$ cat config.mk
export PLATFORM = sky130hd
export DESIGN_NAME = fpga_bootrom_ctrl_flat
export DESIGN_NICKNAME = d
export VERILOG_FILES = /design/src/rtl/fpga_bootrom_ctrl_if.sv /design/src/rtl/fpga_bootrom_ctrl.sv /design/src/flat_wrapper.sv
export SDC_FILE = /design/constraint.sdc
export NUM_CORES = 1
export LEC_CHECK = 0
export ABC_AREA = 1
export CAP_MARGIN = 15
export CELL_PAD_IN_SITES_DETAIL_PLACEMENT = 0
export CELL_PAD_IN_SITES_GLOBAL_PLACEMENT = 1
export CORE_MARGIN = 2
export CORE_UTILIZATION = 30
export CTS_CLUSTER_DIAMETER = 120
export DETAILED_ROUTE_END_ITERATION = 6
export PLACE_DENSITY = 0.83
export SLEW_MARGIN = 20
export SYNTH_ARGS = -nofsm -noshare
export SYNTH_HDL_FRONTEND = slang
export SYNTH_SLANG_ARGS = --single-unit
$ cat constraint.sdc
create_clock -name CLK -period 2.55 [get_ports CLK]
set_input_delay 0.255 -clock CLK [delete_from_list [all_inputs] [get_ports CLK]]
set_output_delay 0.255 -clock CLK [all_outputs]
set_load 0.02 [all_outputs]
$ cat src/rtl/fpga_bootrom_ctrl_if.sv
// Request/grant/rvalid bus between a core fetch port and the boot ROM.
// The master drives request, write enable and address; the ROM slave answers.
interface fpga_bootrom_ctrl_if #(
    parameter int ADDR_WIDTH = 32
);
    logic                  req_i;
    logic                  we_i;
    logic [ADDR_WIDTH-1:0] addr_i;
    logic                  gnt_o;
    logic                  rvalid_o;
    logic [31:0]           rdata_o;
    logic                  err_o;

    modport master (
        output req_i, we_i, addr_i,
        input  gnt_o, rvalid_o, rdata_o, err_o
    );

    modport slave (
        input  req_i, we_i, addr_i,
        output gnt_o, rvalid_o, rdata_o, err_o
    );
endinterface

$ cat src/rtl/fpga_bootrom_ctrl.sv
// Strap-selected FPGA boot ROM: lui/addi/jalr jump to the boot target, then jal x0,0 traps.
// Optional FPGA_BOOTROM_DBG_HOLD_EN adds dbg_hold_i, which traps the core on w0..w2.
module fpga_bootrom_ctrl #(
    parameter int          ADDR_WIDTH  = 32,
    parameter int          NUM_WORDS   = 16,
    parameter logic [31:0] BASE_ADDR   = 32'h1A000000,
    parameter logic [31:0] BOOT_ADDR_0 = 32'h1C008080,
    parameter logic [31:0] BOOT_ADDR_1 = 32'h1C000080,
    parameter int          CNT_WIDTH   = 16
) (
    input  logic                 CLK,
    input  logic                 RST,
    input  logic                 boot_sel_i,
`ifdef FPGA_BOOTROM_DBG_HOLD_EN
    input  logic                 dbg_hold_i,
`endif
    fpga_bootrom_ctrl_if.slave   bus,
    output logic                 boot_done_o,
    output logic [CNT_WIDTH-1:0] fetch_cnt_o
);
    localparam int IDX_W = $clog2(NUM_WORDS);
    localparam logic [ADDR_WIDTH-1:0] BASE      = BASE_ADDR[ADDR_WIDTH-1:0];
    localparam logic [ADDR_WIDTH-1:0] ROM_BYTES = ADDR_WIDTH'(4 * NUM_WORDS);
    localparam logic [31:0]           TRAP_WORD = 32'h0000006F;

    localparam logic [1:0] S_IDLE = 2'd0;
    localparam logic [1:0] S_GOT0 = 2'd1;
    localparam logic [1:0] S_GOT1 = 2'd2;
    localparam logic [1:0] S_DONE = 2'd3;

    logic                  r_sel_q;
    logic [1:0]            r_state;
    logic                  r_rvalid;
    logic [31:0]           r_rdata;
    logic                  r_err;
    logic                  r_boot_done;
    logic [CNT_WIDTH-1:0]  r_cnt;

    logic [31:0]           w_ba;
    logic [31:0]           w_word0;
    logic [31:0]           w_word1;
    logic [ADDR_WIDTH-1:0] w_offset;
    logic [IDX_W-1:0]      w_idx;
    logic                  w_err;
    logic                  w_gnt;
    logic                  w_rd_ok;
    logic                  w_hold;
    logic                  w_advance;
    logic [31:0]           w_rom_word;
    logic [1:0]            w_state_nxt;

    // Image is rebuilt from the latched strap, so no memory array exists to reset.
    assign w_ba    = r_sel_q ? BOOT_ADDR_1 : BOOT_ADDR_0;
    assign w_word0 = ((w_ba + 32'h00000800) & 32'hFFFFF000) | 32'h00000537;
    assign w_word1 = {w_ba[11:0], 20'h50513};

    assign w_offset = bus.addr_i - BASE;
    assign w_idx    = w_offset[IDX_W+1:2];
    assign w_err    = bus.we_i | (bus.addr_i[1:0] != 2'b00) |
                      (bus.addr_i < BASE) | (w_offset >= ROM_BYTES);
    assign w_gnt    = bus.req_i & ~RST;
    assign w_rd_ok  = w_gnt & ~w_err;

`ifdef FPGA_BOOTROM_DBG_HOLD_EN
    assign w_hold = dbg_hold_i & (w_idx < IDX_W'(3));
`else
    assign w_hold = 1'b0;
`endif
    assign w_advance = w_rd_ok & ~w_hold;

    always_comb begin
        w_rom_word = TRAP_WORD;
        if (!w_hold) begin
            case (w_idx)
                IDX_W'(0): w_rom_word = w_word0;
                IDX_W'(1): w_rom_word = w_word1;
                IDX_W'(2): w_rom_word = 32'h00050067;
                default:   w_rom_word = TRAP_WORD;
            endcase
        end
    end

    always_comb begin
        w_state_nxt = r_state;
        case (r_state)
            S_IDLE: w_state_nxt = (w_idx == IDX_W'(0)) ? S_GOT0 : S_IDLE;
            S_GOT0: w_state_nxt = (w_idx == IDX_W'(1)) ? S_GOT1 :
                                  (w_idx == IDX_W'(0)) ? S_GOT0 : S_IDLE;
            S_GOT1: w_state_nxt = (w_idx == IDX_W'(2)) ? S_DONE :
                                  (w_idx == IDX_W'(0)) ? S_GOT0 : S_IDLE;
            default: w_state_nxt = S_DONE;
        endcase
    end

    // The strap keeps following the pin throughout reset and freezes on release.
    always_ff @(posedge CLK) begin
        if (RST) begin
            r_sel_q <= boot_sel_i;
        end
    end

    // NOTE: all state below uses non-blocking assignment so every register samples pre-edge values.
    always_ff @(posedge CLK) begin
        if (RST) begin
            r_state     <= S_IDLE;
            r_rvalid    <= 1'b0;
            r_rdata     <= '0;
            r_err       <= 1'b0;
            r_boot_done <= 1'b0;
            r_cnt       <= '0;
        end else begin
            r_rvalid <= w_gnt;
            if (w_gnt) begin
                r_err   <= w_err;
                r_rdata <= w_err ? 32'h0 : w_rom_word;
            end
            if (w_rd_ok && (r_cnt != {CNT_WIDTH{1'b1}})) begin
                r_cnt <= r_cnt + 1'b1;
            end
            if (w_advance) begin
                r_state     <= w_state_nxt;
                r_boot_done <= (w_state_nxt == S_DONE);
            end
        end
    end

    assign bus.gnt_o    = w_gnt;
    assign bus.rvalid_o = r_rvalid;
    assign bus.rdata_o  = r_rdata;
    assign bus.err_o    = r_err;
    assign boot_done_o  = r_boot_done;
    assign fetch_cnt_o  = r_cnt;
endmodule
$ cat src/flat_wrapper.sv
// flat-port wrapper written by rule: the top's interface ports become plain ports
module fpga_bootrom_ctrl_flat 
#(
    parameter int          ADDR_WIDTH  = 32,
    parameter int          NUM_WORDS   = 16,
    parameter logic [31:0] BASE_ADDR   = 32'h1A000000,
    parameter logic [31:0] BOOT_ADDR_0 = 32'h1C008080,
    parameter logic [31:0] BOOT_ADDR_1 = 32'h1C000080,
    parameter int          CNT_WIDTH   = 16
)
  (CLK, RST, boot_sel_i, boot_done_o, fetch_cnt_o, bus_req_i, bus_we_i, bus_addr_i, bus_gnt_o, bus_rvalid_o, bus_rdata_o, bus_err_o);
  fpga_bootrom_ctrl_if #(.ADDR_WIDTH(ADDR_WIDTH)) bus_i ();
  input  logic CLK;
  input  logic RST;
  input  logic boot_sel_i;
  output logic boot_done_o;
  output logic [CNT_WIDTH-1:0] fetch_cnt_o;
  input wire logic [$bits(bus_i.req_i)-1:0] bus_req_i;
  input wire logic [$bits(bus_i.we_i)-1:0] bus_we_i;
  input wire logic [$bits(bus_i.addr_i)-1:0] bus_addr_i;
  output wire logic [$bits(bus_i.gnt_o)-1:0] bus_gnt_o;
  output wire logic [$bits(bus_i.rvalid_o)-1:0] bus_rvalid_o;
  output wire logic [$bits(bus_i.rdata_o)-1:0] bus_rdata_o;
  output wire logic [$bits(bus_i.err_o)-1:0] bus_err_o;
  assign bus_i.req_i = bus_req_i;
  assign bus_i.we_i = bus_we_i;
  assign bus_i.addr_i = bus_addr_i;
  assign bus_gnt_o = bus_i.gnt_o;
  assign bus_rvalid_o = bus_i.rvalid_o;
  assign bus_rdata_o = bus_i.rdata_o;
  assign bus_err_o = bus_i.err_o;
  fpga_bootrom_ctrl #(.ADDR_WIDTH(ADDR_WIDTH), .NUM_WORDS(NUM_WORDS), .BASE_ADDR(BASE_ADDR), .BOOT_ADDR_0(BOOT_ADDR_0), .BOOT_ADDR_1(BOOT_ADDR_1), .CNT_WIDTH(CNT_WIDTH)) u_core (.CLK(CLK), .RST(RST), .boot_sel_i(boot_sel_i), .bus(bus_i), .boot_done_o(boot_done_o), .fetch_cnt_o(fetch_cnt_o));
endmodule
### Yosys cells after proc, flatten, opt, wreduce, memory -nomap -nowiden

Index checks and enable logic that the tools add are counted.

| cells by class | value |
|---|---|
| reduce and logical (&&, ||, !) cells | 4 |
| mux-type cells | 7 |
| order comparisons | 2 |
| bitwise operators | 7 |
| add/sub/neg operators | 3 |
| eq/ne operators | 6 |

Operators with widths:

| kind | count |
|---|---|
| $pmux 32 s3 | 1 |
| $add 32x12->32 const B | 1 |
| $ge 32x7->1 const B | 1 |
| $lt 32x29->1 const B | 1 |
| $mux 32 | 1 |
| $sub 32x29->32 const B | 1 |
| $add 16x1->16 const B | 1 |
| $mux 16 | 1 |
| $ne 16x16->1 const B | 1 |
| $pmux 2 s3 | 1 |
| $eq 2x2->1 const B | 2 |
| $eq 4x1->1 const B | 1 |
| $eq 4x2->1 const B | 1 |
| $logic_not 4->1 | 1 |
| $mux 2 | 2 |
| $or 1x1->1 | 3 |
| $and 1x1->1 | 2 |
| $eq 2x1->1 const B | 1 |
| $logic_not 2->1 | 1 |
| $not 1->1 | 2 |
| $reduce_bool 2->1 | 1 |
| $logic_and 1x1->1 | 1 |
| $mux 1 | 1 |

| storage, ports and cells | value |
|---|---|
| word-level logic and storage cells | 36 |
| input port bits | 37 |
| output and inout bits | 52 |
| register bits after elaboration | 54 |

### Longest topological paths before layout

Gate-level depths: netlist of run 1.

| logic depth | value |
|---|---|
| word-level depth | 7 |
| depth in mapped cells | 14 |
| gate-level depth less buffers | 14 |

### Worst setup path after synthesis of run 1

OpenSTA, ideal clock, no wires.

| path | value |
|---|---|
| kind | register to register |
| from | register u_core.r_cnt[1] (netlist: u_core.fetch_cnt_o[1]) |
| to | register u_core.r_cnt[11] (netlist: u_core.fetch_cnt_o[11]) |
| path buffers | 1 |
| arrival time | 1.672 ns |
| period minus slack after synthesis | 1.785 ns |
| setup time | 0.113 ns |
| stages on the path, launching flop included | 12 |
| required time | 2.437 ns |
| slack | 0.765 ns |
| path through | dfxtp_1 > ha_1 > nand2_1 > inv_1 > nand3_1 > nor2_2 > nand4_4 > nand3_4 > buf_6 > nor2_2 > nor2_1 > nor2_1 |

| on the way | value |
|---|---|
| longest elaborated chain between the ends | 2 |

RTL lines:

| item | RTL line | RTL |
|---|---|---|
| start, declared | fpga_bootrom_ctrl.sv:37 | `logic [CNT_WIDTH-1:0] r_cnt;` |
| start signal, assigned | fpga_bootrom_ctrl.sv:118 | `r_cnt <= r_cnt + 1'b1;` |
| branches (longest 2 deep; another with $add 16x1->16) | n/a |  |

Parallel ways; which one is timed is not known.
A chain may end at the register's enable or synchronous reset.

### Final worst setup path of run 1

| path | value |
|---|---|
| from | input port bus_addr_i[25] |
| to | register u_core.r_cnt[2] (netlist: u_core.fetch_cnt_o[2]) |

| on the way | value |
|---|---|
| longest elaborated chain between the ends | 6 |

RTL lines:

| item | RTL line | RTL |
|---|---|---|
| start, declared | flat_wrapper.sv:20 | `input wire logic [$bits(bus_i.addr_i)-1:0] bus_addr_i;` |
| $sub 32x29->32 or $lt 32x29->1 (tied branches) | fpga_bootrom_ctrl.sv:57, fpga_bootrom_ctrl.sv:60 |  |
| $ge 32x7->1 or $or 1x1->1 (tied branches) | fpga_bootrom_ctrl.sv:60, fpga_bootrom_ctrl.sv:59 |  |
| $or 1x1->1 * | fpga_bootrom_ctrl.sv:60 | `(bus.addr_i < BASE) \| (w_offset >= ROM_BYTES);` |
| $not 1->1 * | fpga_bootrom_ctrl.sv:62 | `assign w_rd_ok = w_gnt & ~w_err;` |
| $and 1x1->1 * | fpga_bootrom_ctrl.sv:62 |  |
| $logic_and 1x1->1 * | fpga_bootrom_ctrl.sv:117 | `if (w_rd_ok && (r_cnt != {CNT_WIDTH{1'b1}})) begin` |

Every way passes the cells marked *; elsewhere a longest branch is shown, timed or not.

==> out/results.ini, run 1 <==
[run_status]
outcome=finished, final reports clean

[timing]
max_clock_freq_ghz=0.494
rsz0062_at_grt=false
slew_viol_final=0
worst_clock_skew_ns=0.00300
hold_violations=0
fin_crit_ns=2.02
post-route-period-util_pct=79.4
setup_violations=0
fin_ws_ns=0.525
final.setup.tns_ns=0
whs_ns=0.469

[floorplan]
die_h_um=88.5
pin_count=89
dieArea_um2=7830
die_x_um=88.5
core_um2=6870
initial_core_util_pct=31.2
num_rows=30

[synth]
synth.yosys.warnings=0
synthCells=348
synth_top_cells_by_area=dfxtp_1 (27%), nand2_1 (15%), nor2_1 (13%), buf_4 (8.4%), inv_1 (7.4%)
ys_types=29
yosysTopAreaCellShare_pct=27.1
avgSynthCellArea_um2=6.16
synth-edff-count=1
ys_seq_area_share_pct=28.5
netlist_area_um2=2140
async_reset_ff_share_pct=0
ys_ff_latch=30
synth_flop_cell=dfxtp_1
yosysTopAreaCell=dfxtp_1

[place]
hpwl_um=4120
dpl.cell_count=504
post-place-ws_ns=0.181
numPortBuffers=71
gp_congestion=0.857

[clock_network]
ctsResizeCount=0
cts_buffer_depth=2
insertion_delay_ns=0.28
cts_tree=done
cts.sinks=30
cts-hold-fix-buffers=0
root_buffer=clkbuf_8
cts_made_buffers=5
htreeDepth=2
cts_setup_buffers=0
clk_pin_slew_ns=0.07

[critical_path]
reg2reg_from=u_core.fetch_cnt_o[1]
cp.arrival_ns=2.25
end_kind=register
r2r-end=u_core.fetch_cnt_o[0]
cp.required_ns=2.78
crit_top_cell=nor2_1
crit_type=input pin to register
crit_family=simple AND/OR/NAND/NOR gates
worstRegToRegCells=9
cp_cell_sequence=clkdlybuf4s50_1, inv_1, ha_1, inv_1, nand2_1, nand2_1, inv_1, nor2_1, nand3_1, nor2_4, nand3_4, nor2_1, nor2_1, nor2_1
startpoint=bus_addr_i[25]
critPathMaxStageDelay_ns=0.50
slowest_stage=clkdlybuf4s50_1
cp.buffers_inverters=4
worstPathMaxFanout=15
rrSetupSlack_ns=0.70
start_kind=input pin

[power]
pwr-share-clk_pct=38.7
p_leak_nw=1.22
p_seq_share_pct=44.8
pwr_density_cell_nw_per_um2=361
power_mw=1.06
combinationalPowerShare_pct=16.5
intPower_mw=0.770
switching_share_pct=27.5
ir_drop_mv=0.215
switchingPower_mw=0.292

[drt]
dr.pass1.iters=4
vias=2170
drtAntennaViolNets=0
vias_per_cell=4.24
wl_um=5280
drc=0
wl_per_cell_um=10.3
detail_route.iter0.violations=53

[grt]
grt_pass1_wl_um=8780
grt_usage_pct=14.1
grt_pass1_vias=2009
grt_start_max_net_pins=20
grt_antenna_before_repair=0
grt-ovfl-total=0

[run]
cap_viol_max_count=0

[worst_hold_path]
whs_endpoint=u_core.bus.rdata_o[6]
hold_class=register to register
worstHoldStart=u_core.bus.rdata_o[6]
min_path_cells=2

[layout]
fin_cells=512
layout.nets=454
diodes=0
drive_above_1_share_pct=8.41
final_common_cell=nand2_1
final_cell_mix=nand2_1 (84), nor2_1 (75), clkdlybuf4s50_1 (71)
area_growth_pct=37.1

-- how the worst max path moves through the flow --
| stage | cells after the start | to | slack, ns |
|---|---|---|---|
| floorplan | 11 | u_core.fetch_cnt_o[11] | 0.77 |
| global placement | 13 | u_core.fetch_cnt_o[15] | 0.29 |
| detailed placement | 14 | u_core.fetch_cnt_o[15] | 0.18 |
| CTS | 14 | u_core.fetch_cnt_o[15] | 0.49 |
| global route | 14 | u_core.boot_done_o | 0.30 |
| finish | 14 | u_core.fetch_cnt_o[2] | 0.53 |
-- per-stage QoR --
stage / utilization, % / area (um2)
after detailed placement: 41.4 / 2840
after global routing: 42.8 / 2940
after CTS: 42.8 / 2940
final: 42.8 / 2940
after floorplan: - / 2200
after global placement: 41.4 / 2840
-- logic make-up (layout without fill, tap and decap cells) --
family          Yosys count  in the layout  share of synthesized area, %
simple gates            219            219                          46.7
fa+ha+maj                 2              2                          1.17
flops                    30             30                          28.5
buf+inv                  77            129                          18.7
compound gates           19             19                          4.73
other cells               1             17                         0.175
-- layer usage --
metal,global-route usage (%),up-vias,part of all wire (%)
li1,-,1176,-
met1,18.5,932,50
met2,23.0,60,44
met3,3.36,2,5.8
met4,3.86,0,0.19
met5,0,-,0
-- worst register-to-register path, cell delays in order, from the launching register on --
cell and delay [ns]:
dfxtp_1 0.39, ha_1 0.22, nand2_1 0.06, inv_1 0.07
nand3_1 0.14, nor2_2 0.22, nand4_4 0.17, nand3_4 0.26
nand2_1 0.07, nor3b_2 0.15
-- layout make-up --
type | instances | area (um2)
inverters | 47 | 176
clock inverters | 2 | 12.5
multi-input cells | 257 | 1190
fillers | 740 | 3930
repair buffers | 74 | 746
flip-flops and latches | 30 | 611
well taps | 96 | 120
clock buffers | 6 | 82.6
-- synthesized netlist by cell type, drive strengths merged (2+ instances only) --
| cell type | count |
|---|---|
| nor2 | 88 |
| nand2 | 84 |
| inv | 47 |
| dfxtp | 29 |
| buf | 27 |
| nand3 | 22 |
| nand4 | 17 |
| a21oi | 12 |
| nor3 | 4 |
| o21ai | 4 |
| clkbuf | 3 |
| ha | 2 |
-- registers in the layout, summed over array words and instances, names as in the netlist --
register	count
u_core.bus.rvalid_o	1
u_core.boot_done_o	1
u_core.fetch_cnt_o	16
u_core.r_sel_q	1
u_core.r_state	2
u_core.bus.err_o	1
u_core.bus.rdata_o	8
-- power groups by stage --
stage	Combinational [mW]	Clock, mW	Sequential [mW]
3_5_place_dp	0.175	0	0.486
5_1_grt	0.195	0.445	0.475
2_1_floorplan	0.110	0	0.488
6_report	0.175	0.411	0.475
3_3_place_gp	0.176	0	0.486
4_1_cts	0.176	0.428	0.475
Note: power is estimated with default switching activity, not from simulation.
==> run 2, diff against run 1 <==
--- a/config.mk
+++ b/config.mk
@@ -10,10 +10,10 @@
 export CELL_PAD_IN_SITES_DETAIL_PLACEMENT = 0
 export CELL_PAD_IN_SITES_GLOBAL_PLACEMENT = 1
 export CORE_MARGIN = 2
-export CORE_UTILIZATION = 30
+export CORE_UTILIZATION = 28
 export CTS_CLUSTER_DIAMETER = 120
 export DETAILED_ROUTE_END_ITERATION = 6
-export PLACE_DENSITY = 0.83
+export PLACE_DENSITY = 0.78
 export SLEW_MARGIN = 20
 export SYNTH_ARGS = -nofsm -noshare
 export SYNTH_HDL_FRONTEND = slang
==> constraint.sdc (replaced) <==
create_clock -name CLK -period 2.1 [get_ports CLK]
set_input_delay 0.21 -clock CLK [delete_from_list [all_inputs] [get_ports CLK]]
set_output_delay 0.21 -clock CLK [all_outputs]
set_load 0.02 [all_outputs]
==> out/results.ini, run 2 (same netlist as run 1, synthesis figures left out) <==
[power]
p_leak_nw=1.30
ir_drop_mv=0.303
pwr_density_cell_nw_per_um2=499

[drt]
drtAntennaViolNets=0
vias_per_cell=4.29
wl_um=5490
drc=0
detail_route.iter0.violations=66
wl_per_cell_um=10.5
vias=2237
dr.pass1.iters=5

[clock_network]
insertion_delay_ns=0.28
clk_pin_slew_ns=0.07
cts_tree=done
cts.sinks=30
cts_buffer_depth=2
root_buffer=clkbuf_8
cts_made_buffers=5
cts-hold-fix-buffers=0
htreeDepth=2

[floorplan]
pin_count=89
num_rows=31
dieArea_um2=8370
initial_core_util_pct=29.2
die_x_um=91.5
core_um2=7330
die_h_um=91.5

[run]
cap_viol_max_count=0

[critical_path]
crit_type=input pin to register
start_kind=input pin
crit_cells=11
crit_family=simple AND/OR/NAND/NOR gates
cp_cell_sequence=clkdlybuf4s50_1, nand2_1, nand2_1, nand2_1, nand2_1, nand2_1, nor2_4, buf_4, nand4_1, nor2_1, nor2_1
cp.required_ns=2.28
worstPathMaxFanout=8
slowest_stage=clkdlybuf4s50_1
critPathMaxStageDelay_ns=0.64
end_kind=register
startpoint=bus_addr_i[27]
crit_top_cell=nand2_1
cp.arrival_ns=2.01
cp.buffers_inverters=2
reg2reg_from=u_core.fetch_cnt_o[0]
worstRegToRegCells=9

[layout]
final_cell_mix=nand2_1 (83), nor2_1 (73), clkdlybuf4s50_1 (69)
regArea_um2=611
diodes=0
fill_cells=741
drive_above_1_share_pct=11.3
final_core_util_pct=42.0
multiInputGateArea_um2=1230
largest_reg_flops=16
area_growth_pct=43.6
final_common_cell=nand2_1
layout.nets=461

[timing]
fin_crit_ns=1.83
hold_violations=0
worst_clock_skew_ns=0.00345
whs_ns=0.467
setup_violations=0
post-route-period-util_pct=87.2
slew_viol_final=0
max_clock_freq_ghz=0.546

[grt]
grt-ovfl-total=0
grt_antenna_before_repair=0
grt_pass1_wl_um=9360
grt_usage_pct=13.4
grt_start_max_net_pins=20
grt_pass1_vias=2034

[run_status]
outcome=finished, final reports clean

[worst_hold_path]
worstHoldStart=u_core.bus.rdata_o[6]
hold_class=register to register
min_path_cells=2

[place]
hpwl_um=4060
gp_congestion=0.844
numPortBuffers=71

run 2: cell count changes in the layout (fill, tap and decap cells not counted), sizes merged:
cell           delta
clkinv            -1
buf               +6
clkdlybuf4s50     -2
dlymetal6s2s      +2
bufinv            +2
clkinvlp          -1
nand3             +1
run 2: worst paths after layout:
kind,endpoint,slack [ns]
setup reg to reg,u_core.fetch_cnt_o[0],0.28
setup / recovery,u_core.fetch_cnt_o[6],0.27
hold / removal,u_core.bus.rdata_o[6],0.47
hold reg to reg,u_core.bus.rdata_o[6],0.47
run 2: stage by stage:
| step | TNS (ns) | power, mW | cells | setup slack (ns) | area (um2) |
|---|---|---|---|---|---|
| 2_1_floorplan | 0 | 0.727 | 364 | 0.315 | 2200 |
| 3_3_place_gp | -1.69 | 0.806 | 511 | -0.117 | 2880 |
| 3_5_place_dp | -2.80 | 0.807 | 511 | -0.176 | 2880 |
| 4_1_cts | 0 | 1.55 | 519 | 0.111 | 3020 |
| 5_1_grt | -0.000334 | 1.60 | 522 | -0.000334 | 3080 |
| 6_report | 0 | 1.54 | 522 | 0.269 | 3080 |
run 2: layout make-up:
class	count	area share [%]
multi-input cells	258	39.9
inverters	47	5.73
flip-flops and latches	30	19.8
clock buffers	6	2.68
repair buffers	80	25.9
well taps	99	4.03
clock inverters	2	1.95
run 2: worst reg2reg max path: stages, from the launching register on:
cell and delay [ns]:
dfxtp_1 0.38, ha_1 0.22, nand2_1 0.06, inv_1 0.07
nand3_1 0.14, nor2_2 0.21, nand4_4 0.20, nand3_4 0.23
nand2_1 0.06, nor3b_2 0.15
run 2: report_power, final:
group / switching, mW / leakage, nW / internal, mW
clock network: 0.234 / 0.0714 / 0.506
logic: 0.120 / 0.984 / 0.0999
registers: 0.00105 / 0.244 / 0.576
run 2: per-layer routing:
layer  up-vias  routed length, um  GRT usage (%)
li1       1192                  -              -
met1       961               2680           18.6
met2        79               2430           21.2
met3         5                347           2.99
met4         0                 25           3.03
met5         -                  0              0
run 2: timing repair:
action                     4_1_cts  5_1_grt
setup buffers                    0        2
gates resized for setup          0        9
setup endpoints to repair        0       18
